--- config.mk ---
export PLATFORM = sky130hd
export DESIGN_NAME = picorv32_pcpi_galois_iter
export DESIGN_NICKNAME = d
export VERILOG_FILES = /design/src/rtl/picorv32_pcpi_galois_iter.sv
export SDC_FILE = /design/constraint.sdc
export NUM_CORES = 1
export LEC_CHECK = 0
export ABC_CLOCK_PERIOD_IN_PS = 6500
export BUFFER_PORTS_ARGS = -buffer_cell sky130_fd_sc_hd__buf_4
export CELL_PAD_IN_SITES_DETAIL_PLACEMENT = 1
export CELL_PAD_IN_SITES_GLOBAL_PLACEMENT = 1
export CORE_MARGIN = 3
export CORE_UTILIZATION = 50
export CTS_BUF_LIST = sky130_fd_sc_hd__clkbuf_8 sky130_fd_sc_hd__clkbuf_16
export CTS_CLUSTER_SIZE = 24
export DETAILED_ROUTE_END_ITERATION = 10
export GPL_ROUTABILITY_DRIVEN = 1
export GPL_TIMING_DRIVEN = 0
export HOLD_SLACK_MARGIN = 0.03
export PLACE_DENSITY = 0.95
export SLEW_MARGIN = 20
export SYNTH_ARGS = -nofsm -noshare
export SYNTH_HDL_FRONTEND = slang
export SYNTH_SLANG_ARGS = --single-unit
--- constraint.sdc ---
create_clock -name clk -period 6.5 [get_ports clk]
set_input_delay 0.65 -clock clk [delete_from_list [all_inputs] [get_ports clk]]
set_output_delay 0.65 -clock clk [all_outputs]
set_load 0.02 [all_outputs]
--- src/rtl/picorv32_pcpi_galois_iter.sv ---
// picorv32_pcpi_galois_iter: iterative PCPI coprocessor for carry-less and GF(2^m) multiply
module picorv32_pcpi_galois_iter #(
    parameter int          DATA_WIDTH     = 32,
    parameter int          BITS_PER_CYCLE = 1,
    parameter int          DEFAULT_M      = DATA_WIDTH,
    parameter logic [31:0] DEFAULT_POLY   = 32'h0000008D
) (
    input  logic        clk,
    input  logic        resetn,
    input  logic        pcpi_valid,
    input  logic [31:0] pcpi_insn,
    input  logic [31:0] pcpi_rs1,
    input  logic [31:0] pcpi_rs2,
    output logic        pcpi_wr,
    output logic [31:0] pcpi_rd,
    output logic        pcpi_wait,
    output logic        pcpi_ready
);
    localparam int W  = DATA_WIDTH;
    localparam int K  = BITS_PER_CYCLE;
    localparam int W2 = 2 * W;
    localparam logic [1:0] OP_CLMUL  = 2'd0;
    localparam logic [1:0] OP_CLMULH = 2'd1;
    localparam logic [1:0] OP_CFG    = 2'd2;
    localparam logic [1:0] OP_GF     = 2'd3;
    typedef enum logic [1:0] {S_IDLE, S_MUL, S_RED, S_DONE} state_t;
    state_t       r_state, w_next;
    logic [1:0]   r_op;
    logic [5:0]   r_m, r_lm, r_cnt, r_idx;
    logic [W-1:0] r_poly, r_b;
    logic [W2-1:0] r_a, r_acc, r_lp, w_acc_mul, w_acc_red, w_p_cur;
    logic [W-1:0] w_mask, w_lmask, w_a_in, w_b_in;
    logic [31:0]  r_rd;
    logic [1:0]   w_op;
    logic [5:0]   w_cfg_m;
    logic         w_match, w_accept, w_cfg_bad, w_unused;
    // Bit mask selecting the low m bits of a W-bit word
    function automatic logic [W-1:0] low_mask(input logic [5:0] m);
        logic [W:0] t;
        t = ((W+1)'(1) << m) - (W+1)'(1);
        return t[W-1:0];
    endfunction
    assign w_match   = pcpi_valid && pcpi_insn[6:0] == 7'b0110011 &&
                       pcpi_insn[31:25] == 7'b0000100 && !pcpi_insn[14];
    assign w_accept  = r_state == S_IDLE && w_match && !pcpi_ready;
    assign w_op      = pcpi_insn[13:12];
    assign w_cfg_m   = pcpi_rs1[5:0];
    assign w_cfg_bad = w_cfg_m < 6'd2 || int'(w_cfg_m) > W;
    assign w_mask    = low_mask(r_m);
    assign w_lmask   = low_mask(r_lm);
    assign w_p_cur   = W2'(r_poly & w_mask) | (W2'(1) << r_m);
    assign w_a_in    = w_op == OP_GF ? pcpi_rs1[W-1:0] & w_mask : pcpi_rs1[W-1:0];
    assign w_b_in    = w_op == OP_GF ? pcpi_rs2[W-1:0] & w_mask : pcpi_rs2[W-1:0];
    assign w_acc_red = r_acc ^ (r_acc[r_idx] ? r_lp << (r_idx - r_lm) : '0);
    assign w_unused  = ^{pcpi_insn[24:15], pcpi_insn[11:7]};
    // Fold K multiplier bits (LSB first) into the accumulator
    always_comb begin
        w_acc_mul = r_acc;
        for (int k = 0; k < K; k++) w_acc_mul = w_acc_mul ^ (r_b[k] ? r_a << k : '0);
    end
    // State register
    always_ff @(posedge clk) begin
        if (!resetn) r_state <= S_IDLE;
        else         r_state <= w_next;
    end
    // Next state; a dropped pcpi_valid aborts MUL/RED without a result
    always_comb begin
        w_next = r_state;
        unique case (r_state)
            S_IDLE:  w_next = w_accept ? (w_op == OP_CFG ? S_DONE : S_MUL) : S_IDLE;
            S_MUL:   w_next = !pcpi_valid ? S_IDLE :
                              r_cnt == 6'd1 ? (r_op == OP_GF ? S_RED : S_DONE) : S_MUL;
            S_RED:   w_next = !pcpi_valid ? S_IDLE : r_idx == r_lm ? S_DONE : S_RED;
            default: w_next = S_IDLE;
        endcase
    end
    // Handshake outputs; pcpi_rd shows the result in DONE and holds it afterwards
    always_comb begin
        pcpi_ready = r_state == S_DONE;
        pcpi_wr    = r_state == S_DONE;
        pcpi_wait  = r_state == S_MUL || r_state == S_RED;
        pcpi_rd    = r_state != S_DONE ? r_rd :
                     r_op == OP_CLMULH ? 32'(r_acc[W2-1:W]) :
                     r_op == OP_GF     ? 32'(r_acc[W-1:0] & w_lmask) : 32'(r_acc[W-1:0]);
    end
    // Datapath: operand latch, shift-and-xor multiply, bit-serial reduction, field config
    always_ff @(posedge clk) begin
        if (!resetn) begin
            r_m    <= 6'(DEFAULT_M);
            r_poly <= DEFAULT_POLY[W-1:0];
            r_rd   <= '0;
            r_op   <= OP_CLMUL;
            r_lm   <= '0;
            r_lp   <= '0;
            r_cnt  <= '0;
            r_idx  <= '0;
            r_a    <= '0;
            r_b    <= '0;
            r_acc  <= '0;
        end else begin
            r_rd <= pcpi_rd;
            if (w_accept) begin
                r_op  <= w_op;
                r_lm  <= r_m;
                r_lp  <= w_p_cur;
                r_cnt <= 6'(W / K);
                r_a   <= W2'(w_a_in);
                r_b   <= w_b_in;
                r_acc <= W2'(w_op == OP_CFG && w_cfg_bad);
                if (w_op == OP_CFG && !w_cfg_bad) begin
                    r_m    <= w_cfg_m;
                    r_poly <= pcpi_rs2[W-1:0];
                end
            end else if (r_state == S_MUL) begin
                r_acc <= w_acc_mul;
                r_a   <= r_a << K;
                r_b   <= r_b >> K;
                r_cnt <= r_cnt - 6'd1;
                r_idx <= (r_lm << 1) - 6'd2;
            end else if (r_state == S_RED) begin
                r_acc <= w_acc_red;
                r_idx <= r_idx - 6'd1;
            end
        end
    end
endmodule

==> metrics.yaml, run 1 <==
status:
  status: "completed"
global_routing:
  grt_overflow_total: 0
  grt_antenna_before_repair: 6
  grt_pass1_vias: 24600
  grt_start_max_net_pins: 14
  grt_pass1_wl_mm: 161
  grtUsageTotal_pct: 48.1
finish:
  nets: 2935
  regArea_um2: 6330
  multiInputGateArea_um2: 13800
  postLayoutCoreUtil_pct: 58.0
  drive_above_1_share_pct: 12.2
  postLayoutCellArea_um2: 24100
  synthToLayoutAreaGrowth_pct: 13.0
  fillers: 5099
sta:
  fmax_mhz: 184
  whs_ns: 0.311
  relSlewSlack_pct: 14.8
  fin_crit_ns: 5.44
  setup_viol: 0
  rsz0062_at_grt: "false"
  worstMarginPinSlew_ns: 1.28
  hold_viol: 0
  final.setup.tns_ns: 0
  fin_crit_sh_pct: 83.7
  finClkSkew_ns: 0.0253
  slew_viol_final: 0
clock_tree:
  tritoncts: "done"
  insertion_delay_ns: 0.57
  postCtsHoldBufs: 0
  cts_setup_buffers: 0
  htreeDepth: 2
  cts_resized: 0
  clk_pin_slew_ns: 0.07
  cts_made_buffers: 37
  clock_sinks: 316
  cts_root_buf: "clkbuf_16"
  clock_path_buffers: 3
setup_path:
  cp_data_required_time_ns: 5.85
  timing.rr.start: "r_idx[0]"
  r2r_slack_ns: 1.08
  crit_fanout: 10
  r2r_cells: 15
  cp-end-kind: "output port"
  crit_type: "flop to output port"
  timing.rr.end: "r_acc[57]"
  arrival_ns: 4.79
  crit_path_start_kind: "flop"
logic_synthesis:
  synth_cell_types: 90
  ys_seq_area_share_pct: 29.7
  avgSynthCellArea_um2: 8.01
  synth_edf_count: 0
  netlist.area_leader.share_pct: 29.7
  netlist_area_um2: 21300
  synthArstFlopShare_pct: 0
  postSynthCellCount: 2659
  yosysWarnings: 0
  synth_seq_cells: 316
  synth_flop_cell: "dfxtp_1"
  synth_nets: 2778
  synth_top_area_cell: "dfxtp_1"
  synth.area.top_cells: "dfxtp_1 (30%), mux2i_1 (12%), nand2_1 (7.3%)"
routing:
  avgRoutedWirePerCell_um: 32.8
  vias: 24300
  drt_iter0_drc: 3495
  via_per_inst: 7.19
  drc: 0
  final_antenna_net_count: 0
  routed_wl_mm: 111
  drtPass1Iterations: 7
hold_path:
  whs_endpoint: "r_poly[3]"
  min-delay-start: "pcpi_rs2[3]"
  worstHoldPathType: "input pin to flop"
  hold_path_depth: 3
placement:
  numPortBuffers: 117
  gp_congestion: 1.13
  post_dp_cell_area_um2: 22800
  dp_hpwl_mm: 85.7
power:
  leakagePower_nw: 8.72
  vdd_drop_max_v: 0.000182
  pwr_density_cell_nw_per_um2: 182
floorplan:
  fp.dieW_um: 212
  fp-row-count: 74
  initial_core_util_pct: 51.3
  die_h_um: 212
  core_area_um2: 41500
  dieArea_um2: 45100
  io-pin-count: 134
flow_run:
  drv_cap: 0
[through the flow]
| stage | total power [mW] | setup slack (ns) | std cells |
|---|---|---|---|
| floorplan | 2.15 | 2.84 | 2659 |
| global placement | 2.30 | 1.67 | 3308 |
| detailed placement | 2.31 | 1.47 | 3309 |
| CTS | 4.33 | 1.30 | 3375 |
| global route | 4.47 | 0.956 | 3377 |
| finish | 4.38 | 1.06 | 3379 |
[placed cells by master (no fill, tap or decap), types with 18 or more instances in the layout]
cell,n
xnor2_1,18
nand2_1,413
ha_1,19
o21ai_0,138
and2_1,44
a211oi_1,48
nor2b_1,25
inv_1,33
nor2_1,209
a31oi_1,54
nor3_1,52
nor3b_1,25
a22oi_1,46
o211ai_1,27
or3_1,40
mux2_2,26
nand3_1,69
mux4_2,57
clkbuf_16,38
nand2b_1,26
a21oi_1,207
dfxtp_1,316
mux2i_1,248
clkbuf_1,164
and3_1,25
buf_2,36
o21a_1,19
o221ai_1,18
buf_4,127
[cell usage after synthesis (15+ instances only)]
library cell / count
xnor2_1: 18
o211ai_1: 27
a32oi_1: 17
o21a_1: 19
nand4_1: 15
nor2_1: 209
a211oi_1: 48
nand3_1: 69
and2_1: 44
nor3_1: 54
o21ai_0: 138
nand2b_1: 26
inv_1: 26
or3_1: 40
a31oi_1: 54
a21oi_1: 207
ha_1: 19
mux4_2: 57
a22oi_1: 46
o221ai_1: 18
xor2_1: 17
buf_2: 36
and3_1: 25
nor3b_1: 25
dfxtp_1: 316
nor4b_1: 15
nor2b_1: 25
nand2_1: 413
mux2i_1: 248
mux2_2: 26
buf_1: 16
clkbuf_1: 164
[power by group]
group	internal [mW]	leakage, nW	total, mW	switching, mW
clock	1.17	0.618	2.08	0.904
sequential	1.96	2.55	2.05	0.0866
combinational	0.0951	5.55	0.260	0.165
[sequential cells by signal, indices dropped and copies added (netlist names)]
name and flops:
r_a 64, r_acc 64, r_b 32, r_cnt 6
r_idx 6, r_lm 6, r_lp 64, r_m 6
r_op 2, r_poly 32, r_rd 32, r_state 2
[metal layers]
metal	routed length [um]	global-route usage [%]	up-vias
met2	47800	74.1	1841
met5	29	0	-
met1	40400	57.6	11800
met4	10200	35.5	4
li1	-	-	10000
met3	12400	13.1	566
[kinds of logic (layout without fill, tap and decap cells)]
logic type | after synthesis | in the layout | share of synthesized area, %
simple gates | 1014 | 1014 | 22.7
compound gates | 682 | 682 | 20.6
mux | 331 | 331 | 19.1
flops | 316 | 316 | 29.7
buf+inv | 261 | 445 | 5.34
xor+xnor | 35 | 35 | 1.44
fa+ha+maj | 20 | 20 | 1.21
other cells | 0 | 4 | 0
[worst max-delay path by stage]
stage / start / end / slack, ns
after global placement: r_idx[0] / r_acc[49] / 1.67
after floorplan: r_lm[0] / pcpi_rd[26] / 2.84
after global routing: r_lm[1] / pcpi_rd[14] / 0.96
after CTS: r_lm[0] / pcpi_rd[22] / 1.30
after detailed placement: r_idx[0] / r_acc[57] / 1.47
final: r_lm[0] / pcpi_rd[22] / 1.06
[area by class of cell]
| cell class | count | share of cell area [%] |
|---|---|---|
| multi-input cells | 2082 | 57.5 |
| clock inverters | 19 | 0.494 |
| flip-flops and latches | 316 | 26.3 |
| well taps | 532 | 2.77 |
| inverters | 26 | 0.406 |
| plain buffers | 235 | 4.32 |
| diodes | 4 | 0.0416 |
| repair buffers | 118 | 3.68 |
| clock buffers | 47 | 4.47 |
[worst max-delay path, cell delays in order, from the launching register on]
cell and delay (ns):
dfxtp_1 0.51, inv_1 0.16, ha_1 0.26, clkbuf_1 0.24, clkbuf_1 0.34, nand2_1 0.26
ha_1 0.20, inv_1 0.09, a221oi_2 0.44, nand3_2 0.36, a211oi_1 0.50, xnor2_1 0.24
o21ai_0 0.15, a31o_2 0.31, buf_4 0.16
(Power assumes the default switching activity.)
==> inputs of run 2 (changes only) <==
--- a/config.mk
+++ b/config.mk
@@ -5,19 +5,20 @@
 export SDC_FILE = /design/constraint.sdc
 export NUM_CORES = 1
 export LEC_CHECK = 0
-export ABC_CLOCK_PERIOD_IN_PS = 6500
+export ABC_AREA = 1
+export ABC_CLOCK_PERIOD_IN_PS = 5200
 export BUFFER_PORTS_ARGS = -buffer_cell sky130_fd_sc_hd__buf_4
 export CELL_PAD_IN_SITES_DETAIL_PLACEMENT = 1
 export CELL_PAD_IN_SITES_GLOBAL_PLACEMENT = 1
 export CORE_MARGIN = 3
-export CORE_UTILIZATION = 50
+export CORE_UTILIZATION = 43
 export CTS_BUF_LIST = sky130_fd_sc_hd__clkbuf_8 sky130_fd_sc_hd__clkbuf_16
 export CTS_CLUSTER_SIZE = 24
 export DETAILED_ROUTE_END_ITERATION = 10
 export GPL_ROUTABILITY_DRIVEN = 1
 export GPL_TIMING_DRIVEN = 0
 export HOLD_SLACK_MARGIN = 0.03
-export PLACE_DENSITY = 0.95
+export PLACE_DENSITY = 0.91
 export SLEW_MARGIN = 20
 export SYNTH_ARGS = -nofsm -noshare
 export SYNTH_HDL_FRONTEND = slang
==> constraint.sdc (replaced) <==
create_clock -name clk -period 5.2 [get_ports clk]
set_input_delay 0.52 -clock clk [delete_from_list [all_inputs] [get_ports clk]]
set_output_delay 0.52 -clock clk [all_outputs]
set_load 0.02 [all_outputs]
==> run 2 against run 1 <==
Effect of this change: sequential power is 18% higher; register-to-register slack worse by 0.06 ns; global-route usage is 7.8 points lower; highest routed layer unchanged.
==> metrics.yaml, run 2 <==
sta:
  final.setup.tns_ns: 0  # unchanged
  fmax_mhz: 218
  slew_viol_final: 0  # unchanged
  fin_crit_sh_pct: 88.2
  hold_viol: 0  # unchanged
  setup_viol: 0  # unchanged
  fin_crit_ns: 4.59
  finClkSkew_ns: 0.0249  # -0.000440 ns
  relSlewSlack_pct: 38.0  # +23 points
  worstMarginPinSlew_ns: 0.931  # -0.348 ns
  rsz0062_at_grt: "false"
clock_tree:
  insertion_delay_ns: 0.58  # about the same
  clk_pin_slew_ns: 0.07  # about the same
  cts_made_buffers: 38  # +2.7%
  clock_path_buffers: 3  # unchanged
  cts_resized: 0  # unchanged
  tritoncts: "done"
  htreeDepth: 2  # unchanged
  cts_setup_buffers: 0  # unchanged
  postCtsHoldBufs: 0  # unchanged
  cts_root_buf: "clkbuf_16"
  clock_sinks: 316  # unchanged
setup_path:
  timing.rr.end: "r_acc[47]"
  crit_fanout: 5  # -5
  r2r_slack_ns: 1.02  # -0.06 ns
  cp-end-kind: "output port"
  timing.rr.start: "r_idx[0]"
  arrival_ns: 4.07  # -0.72 ns
  cp_data_required_time_ns: 4.68  # -1.17 ns
  crit_type: "flop to output port"
  crit_path_start_kind: "flop"
  r2r_cells: 19  # +4
power:
  pwr_density_cell_nw_per_um2: 221  # +21%
  leakagePower_nw: 11.0  # +27%
  vdd_drop_max_v: 0.000265  # +46%
placement:
  numPortBuffers: 118  # +0.85%
  dpl.cell_count: 4300  # +30%
  gp_congestion: 1.07  # -5.3%
  dp_hpwl_mm: 85.1  # -0.68%
global_routing:
  grt_pass1_wl_mm: 163  # +1.1%
  grtUsageTotal_pct: 40.2  # -7.8 points
  grt_pass1_vias: 27100  # +11%
  grt_overflow_total: 0  # unchanged
  grt_start_max_net_pins: 14  # unchanged
  grt_antenna_before_repair: 7  # +1
routing:
  routed_wl_mm: 109  # -1.3%
  avgRoutedWirePerCell_um: 25.1  # -24%
  drc: 0  # unchanged
  drt_iter0_drc: 3555  # +1.7%
  drtPass1Iterations: 6  # -1
  final_antenna_net_count: 0  # unchanged
  via_per_inst: 6.32  # -12%
  vias: 27600  # +14%
logic_synthesis:
  synthArstFlopShare_pct: 0  # unchanged
  netlist.area_leader.share_pct: 29.8  # +0.095 points
  synth_seq_cells: 316  # unchanged
  synth_common_cells: "nand2_1 (960), nand3_1 (611), nor2_1 (362)"
  synth_flop_cell: "dfxtp_1"
  synth_top_area_cell: "dfxtp_1"
  avgSynthCellArea_um2: 6.02  # -25%
  synth_nets: 3645  # +31%
  synth.area.top_cells: "dfxtp_1 (30%), nand2_1 (17%), nand3_1 (14%)"
  synth_edf_count: 0  # unchanged
  ys_seq_area_share_pct: 29.8  # +0.095 points
  postSynthCellCount: 3526  # +33%
  yosysWarnings: 0  # unchanged
  yosysMostFrequentCell: "nand2_1"
  netlist_area_um2: 21200  # -0.32%
  synth_cell_types: 55  # -39%
finish:
  instances_no_fill: 4369  # +29%
  largestRegisters: "r_a (64), r_acc (64), r_lp (64)"
  drive_above_1_share_pct: 10.4  # -1.8 points
  nets: 3803  # +30%
  mostFrequentLayoutCells: "nand2_1 (960), nand3_1 (611), nor2_1 (362)"
  final_common_cell: "nand2_1"
  postLayoutCoreUtil_pct: 50.2  # -7.8 points
  fillers: 6810  # +34%
  synthToLayoutAreaGrowth_pct: 14.0
hold_path:
  worstHoldPathType: "input pin to flop"
  min-delay-start: "pcpi_rs2[7]"
  hold_path_depth: 3  # unchanged
  whs_endpoint: "r_poly[7]"
status:
  status: "completed"
floorplan:
  io-pin-count: 134  # unchanged
  dieArea_um2: 52000  # +15%
  die_h_um: 228  # +7.4%
  core_area_um2: 48200  # +16%
  initial_core_util_pct: 44.0  # -7.3 points
  fp-row-count: 80  # +8.1%
  fp.dieW_um: 228  # +7.4%
flow_run:
  drv_cap: 0  # unchanged
-- run 2: how the worst max path moves through the flow --
stage / to / slack, ns / depth (start not counted) / start
final: pcpi_rd[15] / 0.61 / 12 / r_lm[0]
after CTS: pcpi_rd[12] / 0.79 / 16 / r_lm[1]
after global routing: pcpi_rd[12] / 0.52 / 16 / r_lm[1]
after detailed placement: r_acc[47] / 1.25 / 19 / r_idx[0]
after global placement: r_acc[47] / 1.31 / 19 / r_idx[0]
after floorplan: r_acc[47] / 2.38 / 19 / r_idx[0]
-- run 2: worst max-delay path, stage by stage, from the launching register on --
cell,delay [ns]
dfxtp_1,0.52
inv_1,0.24
ha_1,0.33
nand3_1,0.25
nor2_1,0.14
nor2_2,0.20
nand2_1,0.08
nor2_1,0.10
nand2_1,0.14
o21ai_0,0.67
nand3_1,0.25
a31oi_1,0.34
buf_4,0.21
-- run 2: power breakdown --
| part | internal, mW | total [mW] | switching [mW] |
|---|---|---|---|
| clock network | 1.60 | 2.77 | 1.17 |
| registers | 2.42 | 2.42 | 0.0000379 |
| logic | 0.0603 | 0.170 | 0.109 |
| total | 4.08 | 5.36 | 1.28 |
-- run 2: stage by stage --
| step | setup slack, ns | power, mW | instance area, um^2 | hold slack [ns] |
|---|---|---|---|---|
| after global routing | 0.523 | 5.45 | 24200 | 0.192 |
| after detailed placement | 1.25 | 2.64 | 22900 | 0.462 |
| after CTS | 0.785 | 5.33 | 24200 | 0.163 |
| final | 0.615 | 5.36 | 24200 | 0.192 |
| after global placement | 1.31 | 2.63 | 22900 | 0.454 |
| after floorplan | 2.38 | 2.53 | 21200 | 0.428 |
-- run 2: kinds of logic after synthesis --
logic type / share of synthesized area (%)
xor+xnor: 0.401
flops: 29.8
fa+ha+maj: 1.21
compound gates: 16.4
simple gates: 43.2
buf+inv: 8.89
-- run 2: area by class of cell --
type,count,area [um^2],area share (%)
antenna,1,2.50,0.0103
buffer,234,1080,4.47
tap,656,821,3.39
clock buffer,45,1050,4.33
sequential,316,6330,26.1
timing repair buffer,118,886,3.66
multi-input combinational,2763,13000,53.7
inverter,213,806,3.33
clock inverter,23,223,0.920
-- run 2: layer usage --
layer	up-vias	track usage (%)	part of all wire, %
met2	1927	61.6	42
li1	12100	-	-
met1	13200	52.5	39
met5	-	0	0.034
met3	447	9.67	12
met4	6	21.3	6.3
